[src/rtl/regfile_write_arbiter_pkg.sv]
// Shared register-index constants, arbiter source select and
// the legal-destination rule for register file writes.
package regfile_write_arbiter_pkg;

   typedef logic [4:0]  reg_idx_t;
   typedef logic [31:0] word_t;

   localparam reg_idx_t REG_ZERO = 5'd0;
   localparam reg_idx_t REG_K0   = 5'd26;
   localparam reg_idx_t REG_K1   = 5'd27;
   localparam reg_idx_t REG_SP   = 5'd29;

   typedef enum logic [1:0] {
      SRC_NONE,
      SRC_PW,
      SRC_FIFO,
      SRC_BYP
   } src_t;

   function automatic logic legal_dest(input reg_idx_t d);
      return !(d == REG_ZERO || d == REG_K0 || d == REG_K1);
   endfunction

endpackage

[src/rtl/regfile_write_arbiter_ll_result_fifo.sv]
// Long-latency result FIFO with per-entry valid bits, parallel
// squash by destination and a first-live-entry head view.
module ll_result_fifo
   import regfile_write_arbiter_pkg::*;
#(
   parameter int DEPTH = 2
) (
   input  logic        clk,
   input  logic        rst,
   input  logic        push,
   input  reg_idx_t    push_dest,
   input  word_t       push_data,
   input  logic        pop,
   input  logic        squash_en,
   input  reg_idx_t    squash_dest,
   output logic        full,
   output logic        head_valid,
   output reg_idx_t    head_dest,
   output word_t       head_data,
   output logic [31:0] pending
);

   localparam int AW = $clog2(DEPTH);
   localparam int PW = AW + 1;

   reg_idx_t         dest_q [DEPTH];
   word_t            data_q [DEPTH];
   logic [DEPTH-1:0] vld;

   logic [PW-1:0] rd_ptr, wr_ptr, count;
   logic [PW-1:0] head_off, skip;
   logic [AW-1:0] rd_idx, wr_idx, head_idx, scan_idx;

   assign rd_idx   = rd_ptr[AW-1:0];
   assign wr_idx   = wr_ptr[AW-1:0];
   assign count    = wr_ptr - rd_ptr;
   assign full     = (rd_ptr[AW] != wr_ptr[AW]) && (rd_idx == wr_idx);
   assign head_idx = rd_idx + head_off[AW-1:0];

   // Head is the oldest live entry; squashed ones ahead of it are skipped.
   always_comb begin
      head_valid = 1'b0;
      head_off   = '0;
      scan_idx   = '0;
      for (int i = 0; i < DEPTH; i++) begin
         scan_idx = rd_idx + AW'(i);
         if (!head_valid && PW'(i) < count && vld[scan_idx]) begin
            head_valid = 1'b1;
            head_off   = PW'(i);
         end
      end
   end

   assign head_dest = dest_q[head_idx];
   assign head_data = data_q[head_idx];

   always_comb begin
      skip = '0;
      if (pop)
         skip = head_off + PW'(1);
      else if (head_valid)
         skip = head_off;
      else
         skip = count;
   end

   always_comb begin
      pending = '0;
      for (int i = 0; i < DEPTH; i++)
         if (vld[i])
            pending[dest_q[i]] = 1'b1;
   end

   always_ff @(posedge clk) begin
      if (rst) begin
         rd_ptr <= '0;
         wr_ptr <= '0;
         vld    <= '0;
      end else begin
         rd_ptr <= rd_ptr + skip;
         for (int i = 0; i < DEPTH; i++)
            if (PW'(i) < skip)
               vld[rd_idx + AW'(i)] <= 1'b0;
         for (int j = 0; j < DEPTH; j++)
            if (squash_en && vld[j] && dest_q[j] == squash_dest)
               vld[j] <= 1'b0;
         if (push) begin
            vld[wr_idx] <= 1'b1;
            wr_ptr      <= wr_ptr + PW'(1);
         end
      end
   end

   always_ff @(posedge clk) begin
      if (push) begin
         dest_q[wr_idx] <= push_dest;
         data_q[wr_idx] <= push_data;
      end
   end

endmodule

[src/rtl/regfile_write_arbiter.sv]
// Register file write-port arbiter: pipeline writeback first, then
// buffered long-latency results, with starvation relief via Stall.
module regfile_write_arbiter
   import regfile_write_arbiter_pkg::*;
#(
   parameter int LL_DEPTH     = 2,
   parameter int STARVE_LIMIT = 4
) (
   input  logic        Clk,
   input  logic        Rst,
   input  logic        WB_Valid,
   input  logic        WB_RegWrite,
   input  logic        WB_MemToReg,
   input  logic [4:0]  WB_Dest,
   input  logic [31:0] WB_ALUResult,
   input  logic [31:0] WB_MemData,
   input  logic        LL_Valid,
   input  logic [4:0]  LL_Dest,
   input  logic [31:0] LL_Data,
   output logic        LL_Ready,
   output logic [4:0]  WAddr,
   output logic [31:0] WData,
   output logic        RegWrite,
   output logic [31:0] Pending,
   output logic        Stall
);

   localparam int CW = $clog2(STARVE_LIMIT + 1);
   localparam logic [CW-1:0] LIMIT = CW'(STARVE_LIMIT);

   logic     pw, ll_legal, bypass, fifo_issue, push, full;
   logic     head_valid;
   reg_idx_t head_dest;
   word_t    head_data, wb_data;
   src_t     src;

   logic [CW-1:0] starve_cnt, starve_inc;

   assign pw       = WB_Valid & WB_RegWrite & legal_dest(WB_Dest);
   assign wb_data  = WB_MemToReg ? WB_MemData : WB_ALUResult;
   assign ll_legal = legal_dest(LL_Dest);
   assign LL_Ready = !full;

   assign fifo_issue = !pw & head_valid;
   assign bypass     = !pw & !head_valid & LL_Valid & ll_legal & LL_Ready;
   // A result racing a younger pipeline write to the same reg is dead.
   assign push = LL_Valid & LL_Ready & ll_legal & !bypass &
                 !(pw && LL_Dest == WB_Dest);

   always_comb begin
      src = SRC_NONE;
      if (pw)
         src = SRC_PW;
      else if (fifo_issue)
         src = SRC_FIFO;
      else if (bypass)
         src = SRC_BYP;
   end

   ll_result_fifo #(
      .DEPTH(LL_DEPTH)
   ) u_fifo (
      .clk        (Clk),
      .rst        (Rst),
      .push       (push),
      .push_dest  (LL_Dest),
      .push_data  (LL_Data),
      .pop        (fifo_issue),
      .squash_en  (pw),
      .squash_dest(WB_Dest),
      .full       (full),
      .head_valid (head_valid),
      .head_dest  (head_dest),
      .head_data  (head_data),
      .pending    (Pending)
   );

   always_ff @(posedge Clk) begin
      if (Rst) begin
         RegWrite <= 1'b0;
         WAddr    <= '0;
         WData    <= '0;
      end else begin
         unique case (src)
            SRC_PW: begin
               RegWrite <= 1'b1;
               WAddr    <= WB_Dest;
               WData    <= wb_data;
            end
            SRC_FIFO: begin
               RegWrite <= 1'b1;
               WAddr    <= head_dest;
               WData    <= head_data;
            end
            SRC_BYP: begin
               RegWrite <= 1'b1;
               WAddr    <= LL_Dest;
               WData    <= LL_Data;
            end
            SRC_NONE: RegWrite <= 1'b0;
         endcase
      end
   end

   assign starve_inc = starve_cnt + CW'(1);

   always_ff @(posedge Clk) begin
      if (Rst) begin
         starve_cnt <= '0;
         Stall      <= 1'b0;
      end else begin
         Stall <= 1'b0;
         if (fifo_issue || !head_valid) begin
            starve_cnt <= '0;
         end else if (starve_inc == LIMIT) begin
            starve_cnt <= '0;
            Stall      <= 1'b1;
         end else begin
            starve_cnt <= starve_inc;
         end
      end
   end

endmodule

[config.mk]
export PLATFORM = sky130hd
export DESIGN_NAME = regfile_write_arbiter
export DESIGN_NICKNAME = d
export VERILOG_FILES = /design/src/rtl/regfile_write_arbiter_pkg.sv /design/src/rtl/regfile_write_arbiter_ll_result_fifo.sv /design/src/rtl/regfile_write_arbiter.sv
export SDC_FILE = /design/constraint.sdc
export NUM_CORES = 1
export LEC_CHECK = 0
export ABC_AREA = 1
export CAP_MARGIN = 25
export CORE_ASPECT_RATIO = 1.75
export CORE_MARGIN = 4
export CORE_UTILIZATION = 52
export CTS_BUF_LIST = sky130_fd_sc_hd__clkbuf_16
export DETAILED_ROUTE_END_ITERATION = 10
export PLACE_DENSITY = 0.84
export SETUP_SLACK_MARGIN = 0.3
export SYNTH_ARGS = -nofsm -noshare
export SYNTH_HDL_FRONTEND = slang
export SYNTH_SLANG_ARGS = --single-unit
[constraint.sdc]
create_clock -name Clk -period 6.15 [get_ports Clk]
set_input_delay 1.23 -clock Clk [delete_from_list [all_inputs] [get_ports Clk]]
set_output_delay 1.23 -clock Clk [all_outputs]
set_load 0.02 [all_outputs]
==> results by stage, run 1 <==
Clock tree:
- The insertion delay of the later-clocked pin in the worst-skew pair is 410 ps.
- For this design, the CTS-stage hold fixing added 0 buffers.
- TritonCTS built the clock tree.
- The clock transition at the registers of the reported paths is 60 ps.
- The number of buffers added for setup after CTS is 0.
- The count of H-tree levels built during CTS is 4.
- In this run the deepest clock path goes through 2 buffers.
- Counting the buffers created by CTS gives 17.
- The clock sink count is 122.
- Once the clock tree was built, the resizer swapped 0 gates to a different size.
- The clock tree root driver cell is clkbuf_16.

Setup path:
- Data arrives at the worst endpoint at 2640 ps.
- The critical register-to-register path startpoint is u_fifo.wr_ptr[0].
- The endpoint type of the worst setup path is an output pin.
- STA puts the critical path data required time at about 4900 ps.
- STA classifies the critical path startpoint as a register.
- The critical path starts at u_fifo.dest_q[0][0].
- The highest cell delay on the worst timing path is 850 ps.
- The signal on the critical path passes through nor3_1, nand2_1, o21ai_0, clkdlybuf4s50_1.
- In this run the worst path has a maximum fanout of 8.
- On the critical path, the stage with the largest delay is an instance of nor3_1.
- The classification of the worst setup path is register to output pin.
- The worst setup slack for register-to-register paths is 3320 ps.

GRT:
- The total track usage is 0.275.
- The total congestion overflow after global routing is 0.
- Entering global routing, the biggest net connects slightly above 40 pins.
- The wire length of the first global-routing pass is between 30 and 40 mm.
- The number of antenna violations at the first check in global routing is 0.
- The via count of the first global-routing pass is 6422.

Job:
- The max-cap check violation count is 0.

Pwr:
- Of the total power, registers draw 0.358.
- The internal portion of the total power is ~1900 uW.
- The analysis attributes to cell leakage a power of 0.00342 uW.
- Of the total power, the share spent switching nets is 0.307.
- In this run the power density over the cells is 309 nW/um2.
- The proportion of power drawn by the clock network is 0.375.
- The highest ir drop seen on vdd is 191 uV.
- The net load switching power is between 800 and 900 uW.
- The fraction of power consumed by combinational cells is 0.267.

Finish:
- The number of nets in the layout is around 1000.
- Compared with the post-synthesis result, the final layout area differs by 38.4%.
- The share of cells above drive strength 1 is 0.0921.
- The number of antenna diodes in the final layout is 0.

Yosys:
- In the synthesized netlist the async set-or-reset flop fraction comes to 0.
- The synthesized area per cell is 8.55 um2.
- The total standard cell area after synthesis is 6530 um2.
- Sorting the synthesized cells by how often they occur yields nand2_1, nor2_1, a21oi_1.
- The fraction of synthesized cell area taken by the top area cell type is 0.341.
- The flip-flop cell with the highest count after synthesis is edfxtp_1.
- The synthesized netlist cell count is 763.
- The count of different cell masters after synthesis is 34.
- The number of enable flip-flop cells after synthesis is 74.
- During synthesis, Yosys emitted a total of 0 warnings.
- By area the synthesized netlist is led by edfxtp_1, dfxtp_1, nand2_1, a21oi_1, mux2_2.
- nand2_1 is the most common cell in the netlist.
- The flop and latch count out of synthesis is 122.
- Counting every net in the synthesized netlist gives 879.
- The largest total area in the synthesized netlist belongs to edfxtp_1.
- The share of the Yosys chip area taken by registers is 0.488.

Floorplanning:
- In this run the count of I/O pins placed on the die edge is approximately 180.
- The floorplan die area is roughly 14000 um2.
- The die width is 92.7 um.
- The vertical die dimension is roughly 160 um.
- The initial utilization of the core area, before any placement, comes to 0.538.
- In this run the core area contains 53 standard-cell rows.
- The total area inside the core boundary comes to around 12000 um2.

Timing:
- The max-slew violation count is 0.
- The clock period could shrink to between 3000 and 4000 ps.
- The maximum clock skew at final layout is 10.3 ps.
- At the pin with the least slew margin, the transition time is 1000 ps.
- The count of endpoints failing setup in the final report is 0.
- The worst path setup slack after routing is between 2000 and 2500 ps.
- The final total negative setup slack is 0 ps.
- The final-report hold violation count came to 0.
- Headroom to the max-slew limit came out at 0.328.
- The post-route clock period utilization is 0.630.
- The maximum frequency from static timing analysis is 258 MHz.
- Setup repair after global routing left no endpoint under its margin.

Placed design:
- The congestion estimate from routability-driven global placement came to 0.963.
- The worst setup timing slack at the placement stage is 2450 ps.
- The post-DP HPWL is 13.7 mm.
- The number of buffers added on ports is between 150 and 200.

Min path:
- The startpoint identified for the worst hold timing path is starve_cnt[0].
- The class of the tightest hold or removal check is register to register.

Drt:
- The routed wirelength normalized by instance count is about 18 um.
- After detailed routing, the number of remaining DRC violations is 0.
- The total vias in the final route is 6281.
- The via density per instance is between 5 and 6.
- The pre-antenna-repair detailed-routing pass consisted of 5 iterations.
- Summed over all layers, the routed wires come to 20.2 mm.
- The first routing iteration left 420 violations.
- The count of nets left with antenna violations after detail routing is 0.

Status:
- The flow ran to the end, and the final reports show no timing, DRC or antenna violations.
-- sequential cells by signal, summed over array words and instances (netlist names) --
signal	cells
u_fifo.data_q	64
WData	32
u_fifo.dest_q	10
WAddr	5
starve_cnt	3
u_fifo.rd_ptr	2
u_fifo.vld	2
u_fifo.wr_ptr	2
RegWrite	1
Stall	1
-- critical path: cells and delay by family, from the launching register on --
family	cells	cell delay [ps]
simple gates	2	990
buf+inv	1	630
flops	1	480
compound gates	1	130
-- per-layer routing --
metal / track usage / vias to the layer above / part of all wire
li1: - / 2933 / -
met1: 0.259 / 2936 / 0.33
met2: 0.542 / 339 / 0.55
met3: 0.0526 / 73 / 0.074
met4: 0.149 / 0 / 0.045
met5: 0 / - / 0
-- through the flow --
step / std cells / area, um2 / power, uW / hold slack (ps) / utilization
finish: 1110 / 9030 / 2790 / 474 / 0.744
global route: 1110 / 9030 / 2900 / 505 / 0.744
CTS: 1110 / 9030 / 2790 / 482 / 0.744
detailed placement: 1078 / 8410 / 1740 / 445 / 0.693
global placement: 1077 / 8380 / 1720 / 433 / 0.690
floorplan: 763 / 6530 / 1450 / 421 / -
-- power groups by stage --
stage	sequential (uW)	clock, uW	combinational (uW)
after floorplan	1070	0	375
after global placement	1010	0	710
after detailed placement	1010	0	733
after CTS	996	1050	742
after global routing	1010	1090	804
final	997	1050	745
-- final cells by class --
class / count / area [um2]
clock buffers: 17 / 425
flip-flops and latches: 122 / 3180
well taps: 165 / 206
inverters: 67 / 254
multi-input cells: 533 / 2850
repair buffers: 191 / 1910
clock inverters: 15 / 200
fillers: 867 / 3100
-- kinds of logic (layout without fill, tap and decap cells) --
logic type,Yosys count,in the layout,synth area share
buffers and inverters,108,290,0.0763
flip-flops,122,122,0.488
AO/OA/AOI/OAI,158,158,0.125
adder cells (fa/ha/maj),4,4,0.00767
multiplexers,32,32,0.0552
AND/OR/NAND/NOR,325,325,0.229
XOR/XNOR,14,14,0.0188
-- layout by cell type, fill, tap and decap left out, drive strengths merged --
cell | synthesis | routed
nand3b | 32 | 32
clkbuf | 16 | 17
o21ai | 76 | 76
bufinv | 0 | 4
o211ai | 1 | 1
clkdlybuf4s50 | 0 | 183
nand2 | 118 | 118
nand3 | 63 | 63
inv | 67 | 68
nand4 | 4 | 4
buf | 25 | 8
nor2 | 95 | 95
clkinv | 0 | 7
a21oi | 80 | 80
clkinvlp | 0 | 3
dfxtp | 48 | 48
nor3 | 13 | 13
ha | 4 | 4
xor2 | 4 | 4
mux2 | 32 | 32
a21boi | 1 | 1
xnor2 | 10 | 10
edfxtp | 74 | 74
-- path summary, 6_finish.rpt --
kind | cells after the start | end
max | 4 | Pending[26]
min | 1 | starve_cnt[0]
max reg2reg | 11 | WData[15]
min reg2reg | 1 | starve_cnt[0]
(Power assumes the default switching activity.)
==> inputs of run 2 (changes only) <==
--- a/config.mk
+++ b/config.mk
@@ -9,10 +9,10 @@
 export CAP_MARGIN = 25
 export CORE_ASPECT_RATIO = 1.75
 export CORE_MARGIN = 4
-export CORE_UTILIZATION = 52
+export CORE_UTILIZATION = 49
 export CTS_BUF_LIST = sky130_fd_sc_hd__clkbuf_16
 export DETAILED_ROUTE_END_ITERATION = 10
-export PLACE_DENSITY = 0.84
+export PLACE_DENSITY = 0.8
 export SETUP_SLACK_MARGIN = 0.3
 export SYNTH_ARGS = -nofsm -noshare
 export SYNTH_HDL_FRONTEND = slang
==> constraint.sdc (replaced) <==
create_clock -name Clk -period 3.76 [get_ports Clk]
set_input_delay 0.752 -clock Clk [delete_from_list [all_inputs] [get_ports Clk]]
set_output_delay 0.752 -clock Clk [all_outputs]
set_load 0.02 [all_outputs]
==> run 2 against run 1 <==
Effect of this change: combinational power increased by 62%; count of clock-buffer cells in the layout unchanged; register-to-register slack got worse by 2200 ps; core utilization decreased by 4.8 points; via count decreased by 2.6%; critical path depth increased by 1; routed wire length decreased by 2.1%; highest routed layer unchanged.
==> results by stage, run 2 (synthesis results as in run 1) <==
Job:
- Across the run, the number of max-cap violations was 0.

Pwr:
- Across the VDD grid, the largest voltage drop is approximately 380 uV.
- Summed over all cells, the static leakage comes to 0.00344 uW.
- Dividing total power by cell area gives a power density of 487 nW/um2.

Min path:
- Along the worst hold path, the cell count comes to 1.
- The path class of the tightest hold or removal check is register to register.
- The worst hold path begins at starve_cnt[0].
- For hold timing, the worst endpoint is starve_cnt[0].

Placed design:
- The number of buffers added on ports is 183.
- The placer's final routability congestion estimate is 0.981.
- Once detailed placement completed, the half-perimeter wirelength came to 14.0 mm.
- In this run the cell area measured after placement is 8480 um2.

Clock tree:
- The count of H-tree levels built during CTS is 4.
- The clock net in this run drives a total of 122 sinks.
- The number of buffers added for setup after CTS is 0.
- The CTS buffer count is 17.
- The insertion delay of the later-clocked pin in the worst-skew pair is slightly above 400 ps.
- The clock transition at the registers of the reported paths is 60 ps.
- The maximum clock insertion buffer count is 2.
- The clock tree root driver cell is clkbuf_16.
- The cts-stage hold buffer count is 0.
- The CTS tree is done.
- The post-cts sizing count is 0.

Drt:
- The total detailed-routing wirelength is slightly below 20 mm.
- The starting DRC count in detailed routing is 348.
- Dividing the detail-routed via count by the number of cells gives 5.45.
- The count of nets left with antenna violations after detail routing is 0.
- The DRC violations left is 0.
- In the final routed layout, each cell accounts on average for roughly 18 um.
- The routed layout has approximately 6000 vias.
- The pre-antenna-repair detailed-routing pass consisted of 5 iterations.

Floorplanning:
- The core area is 13000 um2.
- In this run the core area contains 55 standard-cell rows.
- The vertical die dimension is 161 um.
- The initial standard-cell utilization of the core is 0.502.
- During I/O placement, the number of pins put on the boundary was 184.
- The die width is 95.2 um.
- The die covers 15300 um2.

Finish:
- The finished cells cover 9060 um2.
- The share of cells above drive strength 1 is 0.0977.
- The register with the most flip-flops in the layout has 64 of them.
- The net count of the finished layout is 1055.
- The count of inserted antenna diode cells is 0.
- The largest registers in the layout are u_fifo.data_q: 64 flops, WData: 32 flops, u_fifo.dest_q: 10 flops.
- Compared with the post-synthesis result, the final layout area differs by 38.9%.
- The register with the most flip-flops is u_fifo.data_q.
- Leaving out fill and tap cells, the most frequent cell in the layout is clkdlybuf4s50_1.
- The library cells used most frequently in the layout, excluding fill and tap cells, are clkdlybuf4s50_1, nand2_1, nor2_1.

GRT:
- In the global route stage, met3 resource usage came out at 0.0562.
- The total overflow left after global routing is 0.
- After global routing, the most crowded layer is met2.
- Entering global routing, the biggest net connects between 40 and 50 pins.
- In the global route stage, overall resource usage came out at 0.264.
- For met1 alone, demand over resource in global routing was 0.258.
- For this run, global-route usage on met2 was measured as 0.491.
- The first global-routing pass estimated around 31 mm of wire.
- The number of antenna violations at the first check in global routing is 0.
- The via count of the first global-routing pass is slightly above 6000.

Timing:
- The final-report hold violation count is 0.
- The worst path in the final design needs a cycle of 3070 ps, including I/O delays and setup.
- In the finished design, the share of the clock period the worst path needs comes to 0.817.
- Setup repair after global routing left no endpoint under its margin.
- The final total negative setup slack is 0 ps.
- Static timing analysis puts the maximum clock frequency at roughly 330 MHz.
- The actual slew at the worst max-slew pin is ~760 ps.
- The max-slew violation count is 0.
- The normalized max-slew margin is 0.494.
- The maximum clock skew at final layout is 7.95 ps.
- The count of endpoints failing setup in the final report is 0.

Setup path:
- The terminus of the critical flop-to-flop path is WData[11].
- The critical register-to-register path startpoint is u_fifo.wr_ptr[0].
- STA classifies the critical path startpoint as a register.
- The maximum net fanout on the critical path is 6.
- The setup path with the least slack is of type register to output pin.
- At the worst endpoint, the arrival time is 2320 ps.
- The required time of the worst setup path is 3010 ps.
- The worst setup slack for register-to-register paths is 1150 ps.
- The number of cells on the worst reg-to-reg path is 10.
- The worst setup path is captured at an output pin.

Status:
- The flow ran to the end, and the final reports show no timing, DRC or antenna violations.
==> run 2: cell types whose count changed in the layout (fill, tap and decap cells not counted) <==
cell        delta
buf_12         +3
buf_16         -1
buf_4          +5
bufinv_16      -2
clkinv_1       +1
clkinv_4       -1
clkinvlp_4     +1
inv_6          +1
==> run 2: cell type report <==
cell class	count	area [um2]
timing repair buffer	198	1980
sequential	122	3180
fill	1007	3950
clock buffer	17	425
inverter	67	254
tap	171	214
multi-input combinational	533	2850
clock inverter	15	151
==> run 2: where the power goes <==
group | total (uW) | switching, uW | internal [uW]
combinational | 1210 | 718 | 497
sequential | 1630 | 74.0 | 1560
clock | 1570 | 595 | 973
total | 4410 | 1390 | 3030
==> run 2: per-layer routing <==
layer / part of all wire / up-vias
li1: - / 2953
met4: 0.048 / 0
met2: 0.55 / 284
met5: 0 / -
met3: 0.064 / 72
met1: 0.34 / 2806
==> run 2: worst max-delay path by stage <==
stage,from,to,slack (ps),depth (start not counted)
finish,u_fifo.dest_q[0][4],Pending[22],690,5
global route,u_fifo.dest_q[0][4],Pending[22],460,5
CTS,u_fifo.dest_q[0][4],Pending[22],700,5
detailed placement,LL_Dest[4],WData[14],590,9
global placement,LL_Dest[3],WData[3],680,9
floorplan,u_fifo.wr_ptr[0],u_fifo.data_q[0][0],850,10
==> run 2: critical path, stage by stage, from the launching register on <==
cell,delay [ps]
edfxtp_1,520
inv_1,150
nor3_1,410
nand2_1,110
o21ai_0,90
clkdlybuf4s50_1,630
==> run 2: through the flow <==
step	hold WS [ps]	setup slack (ps)	util	cells	power [uW]
CTS	461	702	0.697	1123	4420
floorplan	421	851	-	763	2370
global route	495	461	0.697	1123	4610
finish	457	686	0.697	1123	4410
detailed placement	449	594	0.652	1091	2860
global placement	435	679	0.652	1091	2840
